[src/rtl/requant_sequencer.sv]
// Requantizer side-info sequencer: walks the 576 samples of one granule/channel and
// tags each accepted sample with its position, scalefactor band, window and region class.
module requant_sequencer (
    input  logic        clk,
    input  logic        rst,
    input  logic        start,
    input  logic        window_switching_flag,
    input  logic [1:0]  block_type,
    input  logic        mixed_block_flag,
    input  logic [8:0]  big_values,
    input  logic        x_valid,
    input  logic [15:0] x_in,
    output logic        x_ready,
    output logic [15:0] x_out,
    output logic [9:0]  is_pos,
    output logic [3:0]  sfb,
    output logic [1:0]  win,
    output logic [1:0]  band_type,
    output logic        dout_v,
    output logic        busy,
    output logic        gr_done,
    output logic [1:0]  state_dbg
);

    // Handshake: a sample moves when x_valid && x_ready on a rising edge; x_ready is high only in RUN.
    typedef enum logic [1:0] {S_IDLE, S_LOAD, S_RUN, S_DONE} state_t;

    state_t      state_q, state_d;
    logic        wsf_q, wsf_d, mbf_q, mbf_d;
    logic [1:0]  bt_q, bt_d;
    logic [8:0]  bv_q, bv_d;
    logic [9:0]  lim_q, lim_d;
    logic [9:0]  pos_q, pos_d;
    logic [7:0]  band_cnt_q, band_cnt_d;
    logic [1:0]  win_q, win_d;
    logic [4:0]  sfb_cnt_q, sfb_cnt_d;
    logic [15:0] x_out_q, x_out_d;
    logic [9:0]  is_pos_q, is_pos_d;
    logic [3:0]  sfb_out_q, sfb_out_d;
    logic [1:0]  win_out_q, win_out_d;
    logic [1:0]  band_type_q, band_type_d;
    logic        dout_v_q, dout_v_d;

    logic        is_short, is_mixed, short_mode, in_count1, band_end;
    logic [7:0]  width;

    function automatic logic [7:0] long_width(input logic [4:0] s);
        case (s)
            5'd0, 5'd1, 5'd2, 5'd3, 5'd4, 5'd5: long_width = 8'd4;
            5'd6, 5'd7:   long_width = 8'd6;
            5'd8, 5'd9:   long_width = 8'd8;
            5'd10:        long_width = 8'd10;
            5'd11:        long_width = 8'd12;
            5'd12:        long_width = 8'd16;
            5'd13:        long_width = 8'd20;
            5'd14:        long_width = 8'd24;
            5'd15:        long_width = 8'd28;
            5'd16:        long_width = 8'd34;
            5'd17:        long_width = 8'd42;
            5'd18:        long_width = 8'd50;
            5'd19:        long_width = 8'd54;
            5'd20:        long_width = 8'd76;
            default:      long_width = 8'd158;
        endcase
    endfunction

    function automatic logic [7:0] short_width(input logic [4:0] s);
        case (s)
            5'd0, 5'd1, 5'd2, 5'd3: short_width = 8'd4;
            5'd4:         short_width = 8'd6;
            5'd5:         short_width = 8'd8;
            5'd6:         short_width = 8'd10;
            5'd7:         short_width = 8'd12;
            5'd8:         short_width = 8'd14;
            5'd9:         short_width = 8'd18;
            5'd10:        short_width = 8'd22;
            5'd11:        short_width = 8'd30;
            default:      short_width = 8'd56;
        endcase
    endfunction

    always_comb begin
        state_d     = state_q;
        wsf_d       = wsf_q;
        bt_d        = bt_q;
        mbf_d       = mbf_q;
        bv_d        = bv_q;
        lim_d       = lim_q;
        pos_d       = pos_q;
        band_cnt_d  = band_cnt_q;
        win_d       = win_q;
        sfb_cnt_d   = sfb_cnt_q;
        x_out_d     = x_out_q;
        is_pos_d    = is_pos_q;
        sfb_out_d   = sfb_out_q;
        win_out_d   = win_out_q;
        band_type_d = band_type_q;
        dout_v_d    = 1'b0;

        is_short   = wsf_q && (bt_q == 2'd2);
        is_mixed   = is_short && mbf_q;
        short_mode = is_short && !(is_mixed && (pos_q < 10'd36));
        in_count1  = (pos_q >= lim_q);
        width      = short_mode ? short_width(sfb_cnt_q) : long_width(sfb_cnt_q);
        band_end   = (band_cnt_q == width - 8'd1);

        case (state_q)
            S_IDLE: begin
                if (start) begin
                    wsf_d   = window_switching_flag;
                    bt_d    = block_type;
                    mbf_d   = mixed_block_flag;
                    bv_d    = big_values;
                    state_d = S_LOAD;
                end
            end
            S_LOAD: begin
                pos_d      = 10'd0;
                band_cnt_d = 8'd0;
                win_d      = 2'd0;
                sfb_cnt_d  = 5'd0;
                lim_d      = {bv_q, 1'b0};
                state_d    = S_RUN;
            end
            S_RUN: begin
                if (x_valid) begin
                    x_out_d     = x_in;
                    is_pos_d    = pos_q;
                    // The 4-bit sfb port saturates for long bands 16..21.
                    sfb_out_d   = (sfb_cnt_q > 5'd15) ? 4'd15 : sfb_cnt_q[3:0];
                    win_out_d   = in_count1 ? 2'd0 : win_q;
                    band_type_d = in_count1 ? 2'd2 : (short_mode ? 2'd1 : 2'd0);
                    dout_v_d    = 1'b1;
                    pos_d       = pos_q + 10'd1;
                    // Band counters freeze once the next sample falls in the count1 region,
                    // so that region reports the sfb of the last big-values sample.
                    if (pos_q + 10'd1 < lim_q) begin
                        if (is_mixed && (pos_q == 10'd35)) begin
                            band_cnt_d = 8'd0;
                            win_d      = 2'd0;
                            sfb_cnt_d  = 5'd3;
                        end else if (!band_end) begin
                            band_cnt_d = band_cnt_q + 8'd1;
                        end else begin
                            band_cnt_d = 8'd0;
                            if (short_mode && (win_q != 2'd2)) begin
                                win_d = win_q + 2'd1;
                            end else begin
                                win_d     = 2'd0;
                                sfb_cnt_d = sfb_cnt_q + 5'd1;
                            end
                        end
                    end
                    if (pos_q == 10'd575) state_d = S_DONE;
                end
            end
            S_DONE: state_d = S_IDLE;
            default: state_d = S_IDLE;
        endcase
    end

    always_ff @(posedge clk) begin
        if (rst) begin
            state_q     <= S_IDLE;
            wsf_q       <= 1'b0;
            bt_q        <= 2'd0;
            mbf_q       <= 1'b0;
            bv_q        <= 9'd0;
            lim_q       <= 10'd0;
            pos_q       <= 10'd0;
            band_cnt_q  <= 8'd0;
            win_q       <= 2'd0;
            sfb_cnt_q   <= 5'd0;
            x_out_q     <= 16'd0;
            is_pos_q    <= 10'd0;
            sfb_out_q   <= 4'd0;
            win_out_q   <= 2'd0;
            band_type_q <= 2'd0;
            dout_v_q    <= 1'b0;
        end else begin
            state_q     <= state_d;
            wsf_q       <= wsf_d;
            bt_q        <= bt_d;
            mbf_q       <= mbf_d;
            bv_q        <= bv_d;
            lim_q       <= lim_d;
            pos_q       <= pos_d;
            band_cnt_q  <= band_cnt_d;
            win_q       <= win_d;
            sfb_cnt_q   <= sfb_cnt_d;
            x_out_q     <= x_out_d;
            is_pos_q    <= is_pos_d;
            sfb_out_q   <= sfb_out_d;
            win_out_q   <= win_out_d;
            band_type_q <= band_type_d;
            dout_v_q    <= dout_v_d;
        end
    end

    assign x_ready   = (state_q == S_RUN);
    assign busy      = (state_q != S_IDLE);
    assign gr_done   = (state_q == S_DONE);
    assign state_dbg = state_q;
    assign x_out     = x_out_q;
    assign is_pos    = is_pos_q;
    assign sfb       = sfb_out_q;
    assign win       = win_out_q;
    assign band_type = band_type_q;
    assign dout_v    = dout_v_q;

endmodule

[config.mk]
export PLATFORM = sky130hd
export DESIGN_NAME = requant_sequencer
export DESIGN_NICKNAME = d
export VERILOG_FILES = /design/src/rtl/requant_sequencer.sv
export SDC_FILE = /design/constraint.sdc
export NUM_CORES = 1
export LEC_CHECK = 0
export ABC_AREA = 1
export BUFFER_PORTS_ARGS = -buffer_cell sky130_fd_sc_hd__buf_2
export CORE_MARGIN = 10
export CORE_UTILIZATION = 61
export DETAILED_ROUTE_END_ITERATION = 16
export PLACE_DENSITY = 0.85
export SYNTH_ARGS = -nofsm -noshare
export SYNTH_HDL_FRONTEND = slang
export SYNTH_SLANG_ARGS = --single-unit
[constraint.sdc]
create_clock -name clk -period 6.83 [get_ports clk]
set_input_delay 0.683 -clock clk [delete_from_list [all_inputs] [get_ports clk]]
set_output_delay 0.683 -clock clk [all_outputs]
set_load 0.1 [all_outputs]
## After elaboration in Yosys (flattened, before gate mapping)

Memories as Yosys holds them, arrays and structs flattened. A register that Yosys moved wholly into a read port is not among the register bits.
Index checks and enable logic that the tools add are counted.

| operators by class | value |
|---|---|
| $add $sub $neg | 5 |
| $lt $le $gt $ge | 4 |
| equality and inequality tests | 14 |
| mux-type cells | 34 |
| bitwise gates (word level) | 1 |
| reduce and logical (&&, ||, !) cells | 18 |

Operator list:

| operator | count |
|---|---|
| 8-bit 2-to-1 mux | 6 |
| 5-bit 2-to-1 mux | 7 |
| 2-bit 2-to-1 mux | 10 |
| 10-bit one-hot mux with 2 select lines | 1 |
| 8-bit one-hot mux with 2 select lines | 1 |
| 4-bit 2-to-1 mux | 3 |
| 10-bit by 1-bit adder with 10-bit output (second input constant) | 1 |
| 10-bit equality test (second input constant) | 1 |
| 10-bit by 6-bit equality test with 1-bit output (second input constant) | 1 |
| 10-bit >= comparator | 1 |
| 10-bit less-than comparator | 1 |
| 10-bit by 6-bit less-than comparator with 1-bit output (second input constant) | 1 |
| 10-bit 2-to-1 mux | 1 |
| 5-bit one-hot mux with 2 select lines | 1 |
| 8-bit by 1-bit adder with 8-bit output (second input constant) | 1 |
| 8-bit equality test | 1 |
| 2-bit one-hot mux with 4 select lines | 1 |
| 8-bit by 1-bit subtractor with 8-bit output (second input constant) | 1 |
| 2-bit equality test (second input constant) | 3 |
| 1-bit logical AND | 6 |
| 2-bit != test (second input constant) | 3 |
| 2-bit AND reduction | 3 |
| 3-bit AND reduction | 2 |
| 5-bit by 1-bit adder with 5-bit output (second input constant) | 1 |
| 15 further kinds | 18 |

| storage, ports and cells | value |
|---|---|
| register bits | 84 |
| bits in read-only memories | 304 |
| input port bits | 33 |
| output and inout port bits | 40 |
| word-level logic and storage cells | 94 |
| memories | 2 |

Memory list:

| name | words | width | rd ports | clocked after Yosys merged registers in | wr ports | RTL line | text |
|---|---|---|---|---|---|---|---|
| (name not given) | 32 | 7 | 1 | 1 | 0 | 48 | `case (s)` |
| (name not given) | 16 | 5 | 1 | 1 | 0 | 68 | `case (s)` |

## Longest topological paths before layout

| logic depth | value |
|---|---|
| depth in word-level cells | 16 |
| mapped depth | 32 |
| depth with buffers taken out | 30 |

## Least setup slack after synthesis

No wires, ideal clock.

| timing | value |
|---|---|
| path kind | flip-flop to flip-flop |
| start | reg state_q[1] (netlist: state_dbg[1]) |
| end | reg (tool-made name) |
| setup time | 115 ps |
| arrival time | 3,820 ps |
| required time | 6,715 ps |
| path slack | 2,896 ps |
| stages on the path, launching flop included | 13 |
| buffers on the path | 0 |
| clock period less this slack | 3,934 ps |
| cell sequence | dfxtp_1 -> ha_1 -> inv_1 -> nor4_1 -> inv_1 -> nand3_4 -> inv_2 -> nand2_1 -> o21ai_1 -> nor2_1 -> inv_1 -> ha_1 -> o21a_1 |

RTL lines:

| what | RTL line | text |
|---|---|---|
| start: declaration | 28 | `state_t state_q, state_d;` |
| start signal: assignment | 181 | `state_q <= state_d;` |

==> run metrics <==
Post-synth EDFFs=0; effective utilization at floorplan=0.6295; port bufs=72; ANT cells=0; skew final=7.792 ps; Core Region=7727 sq um; Netlist cell types=40; Die W=109.3 um; share of cells above drive strength 1=0.1851; synthesized cell area=4865 sq um; WP data required=7130 ps; Max Slew Vio Count=0; pwr dens=438.2 nW/um^2; H-tree depth=3; #FFs+latches synth=96; per-cell routed wire length=13.78 um; max-cap violations=0; Setup-failing EPs final=0; vias=4428; # nets final=784; antenna viol nets, final=0; routed vias/inst=5.361; Synth area leader=dfxtp_1; Rows=32; CTS-repair resized insts=0; 1st-pass router iterations=5; Setup Fix Bufs, Post-CTS=0; Peak Freq=0.2712 GHz; CP Capture Type=register; vias in the first global route=4156; critical-path cell list=ha_1, nand2_1, nor4_1, nand3_1, xor2_1, ha_1, nand2_1, nand2_1, nand2_1, nand2_1, nand2_1, nand3_4, inv_2, o21ai_1, nor2_1, inv_1, ha_1, o21ai_1, nand2_1, nand3_1; Die ar.=11950 sq um; gpl congestion=0.9316; Yosys warning total=0; Synth Net Count=719; placed instance area=5274 sq um; ys async rst share=0; register area=1922 sq um; first-pass GRT wire length=18920 um; sequential cell area fraction in the yosys report=0.3951; Pleak=2.588 nW; clk_lat worst skew=360 ps; Pwr Total=2.418 mW; max_slew headroom=0.4393; Inst Count DP=810; initial antenna violation count=0; Area contributors post-synth=dfxtp_1 40%, ha_1 8.2%, nor2_1 7.6%; clk sinks=96; worst setup margin=3142 ps; I/O pin total=73; status=complete, no violations; crit-path max cell delay=440 ps; slowest library cell on the worst path=nor4_1; Post-synth top cells=99 x nor2_1, 97 x nand2_1, 96 x dfxtp_1; final cell count without fillers=826; CP arrival=3990 ps; Global Route Usage Sum=0.1921; root buffer cell=clkbuf_8; final instance area=5519 sq um; instance count of the mapped netlist=654; Max Fanout on Critical Path=9; drt initial violations=249; Top Family by Delay on Critical Path=simple AND/OR/NAND/NOR gates; period utilization=0.5399; Area Overhead vs Synth=13.45%; clock buffer count from CTS=9; Layout fillers=607; most instantiated library cell after synthesis=nor2_1; DRT Wirelength=11380 um; Main synth FF type=dfxtp_1; Fin Setup TNS=0 ps; DRC viols=0; DP Wirelength=8450 um; multi-input combinational cell area=2552 sq um; GRT Residual Overflow=0; CTS tree=done; WS Path Type=reg -> reg; final number of hold-violating endpoints=0; Hold/Removal Path Class=reg -> reg; Final min period=3688 ps; die height=109.3 um; Avg Inst Size Synth=7.438 sq um; Max Root-Sink Buffers=2; CTS clk-pin slew, worst paths=90 ps; worst slew pin tran=839.1 ps; WP buf/inv=2; Synth top area share=0.3951; Setup Slack @ Placement=3223 ps; CP dominant cell by count=nand2_1; Peak VDD IR=0.3617 mV; Critical Path Start Type=register; largest net degree at the start of global routing=50; cts hold-fix bufs=0; RSZ-0062 raised after global routing=false
==> placed cells by master, fill, tap and decap left out, types with 3 or more instances in the layout <==
cell	n
nor2_1	99
nand2_1	97
dfxtp_1	96
inv_1	73
buf_2	72
o21ai_0	62
a21oi_1	45
nand3_1	36
ha_1	32
nand2_2	16
clkbuf_8	10
xor2_1	8
nand4_1	7
nor2_4	5
nand2_4	5
inv_2	5
nor3b_1	5
nor3_1	5
nor2_2	4
nor4_1	3
nand3_2	3
nand3_4	3
o21ai_1	3
a211oi_1	3
bufinv_16	3
==> per-layer routing <==
layer / wire length (um) / vias to the layer above / global-route usage
met4: 187 / 0 / 0.07435
met3: 952 / 26 / 0.03862
met2: 4896 / 161 / 0.3025
met5: 0 / - / 0
li1: - / 2246 / -
met1: 5342 / 1995 / 0.2545
==> metrics by stage <==
stage,utilization,hold slack [ps]
2_1_floorplan,-,439.5
3_3_place_gp,0.6825,449.9
3_5_place_dp,0.6825,454.4
4_1_cts,0.7142,476.2
5_1_grt,0.7142,509.2
6_report,0.7142,475.3
==> worst reg2reg max path: cells and delay by family, from the launching register on <==
family / cells / cell delay [ps]
xor+xnor: 1 / 270
simple gates: 12 / 1730
buf+inv: 2 / 200
fa+ha+maj: 3 / 750
compound gates: 2 / 290
flops: 1 / 400
==> cell families after synthesis <==
kind of cell	count (synthesis)	share of synthesized area
fa+ha+maj	32	0.08230
xor+xnor	9	0.01620
compound gates	125	0.1363
simple gates	293	0.2899
buf+inv	99	0.08024
flops	96	0.3951
==> path summary, 6_finish.rpt <==
path	from	end	slack, ps	cells past startpoint
setup / recovery	pos_q[0]	register	3140	20
hold / removal	win[1]	win[1]	480	2
setup reg to reg	pos_q[0]	register	3140	20
hold reg to reg	win[1]	win[1]	480	2
==> layout make-up <==
cell class                      instances  share of cell area
Inverter                               79             0.05373
Multi-Input combinational cell        459              0.4625
Clock inverter                          5             0.01882
Timing Repair Buffer                   74             0.06801
Clock buffer                           11             0.02562
Sequential cell                        96              0.3482
Tap cell                              102             0.02312
==> report_power, final <==
part | switching (mW) | total, mW | internal [mW]
sequential | 0.0653 | 0.750 | 0.684
clock | 0.187 | 0.440 | 0.253
combinational | 0.932 | 1.23 | 0.296
total | 1.18 | 2.42 | 1.23
No activity file was read; power rests on OpenSTA's default activity.
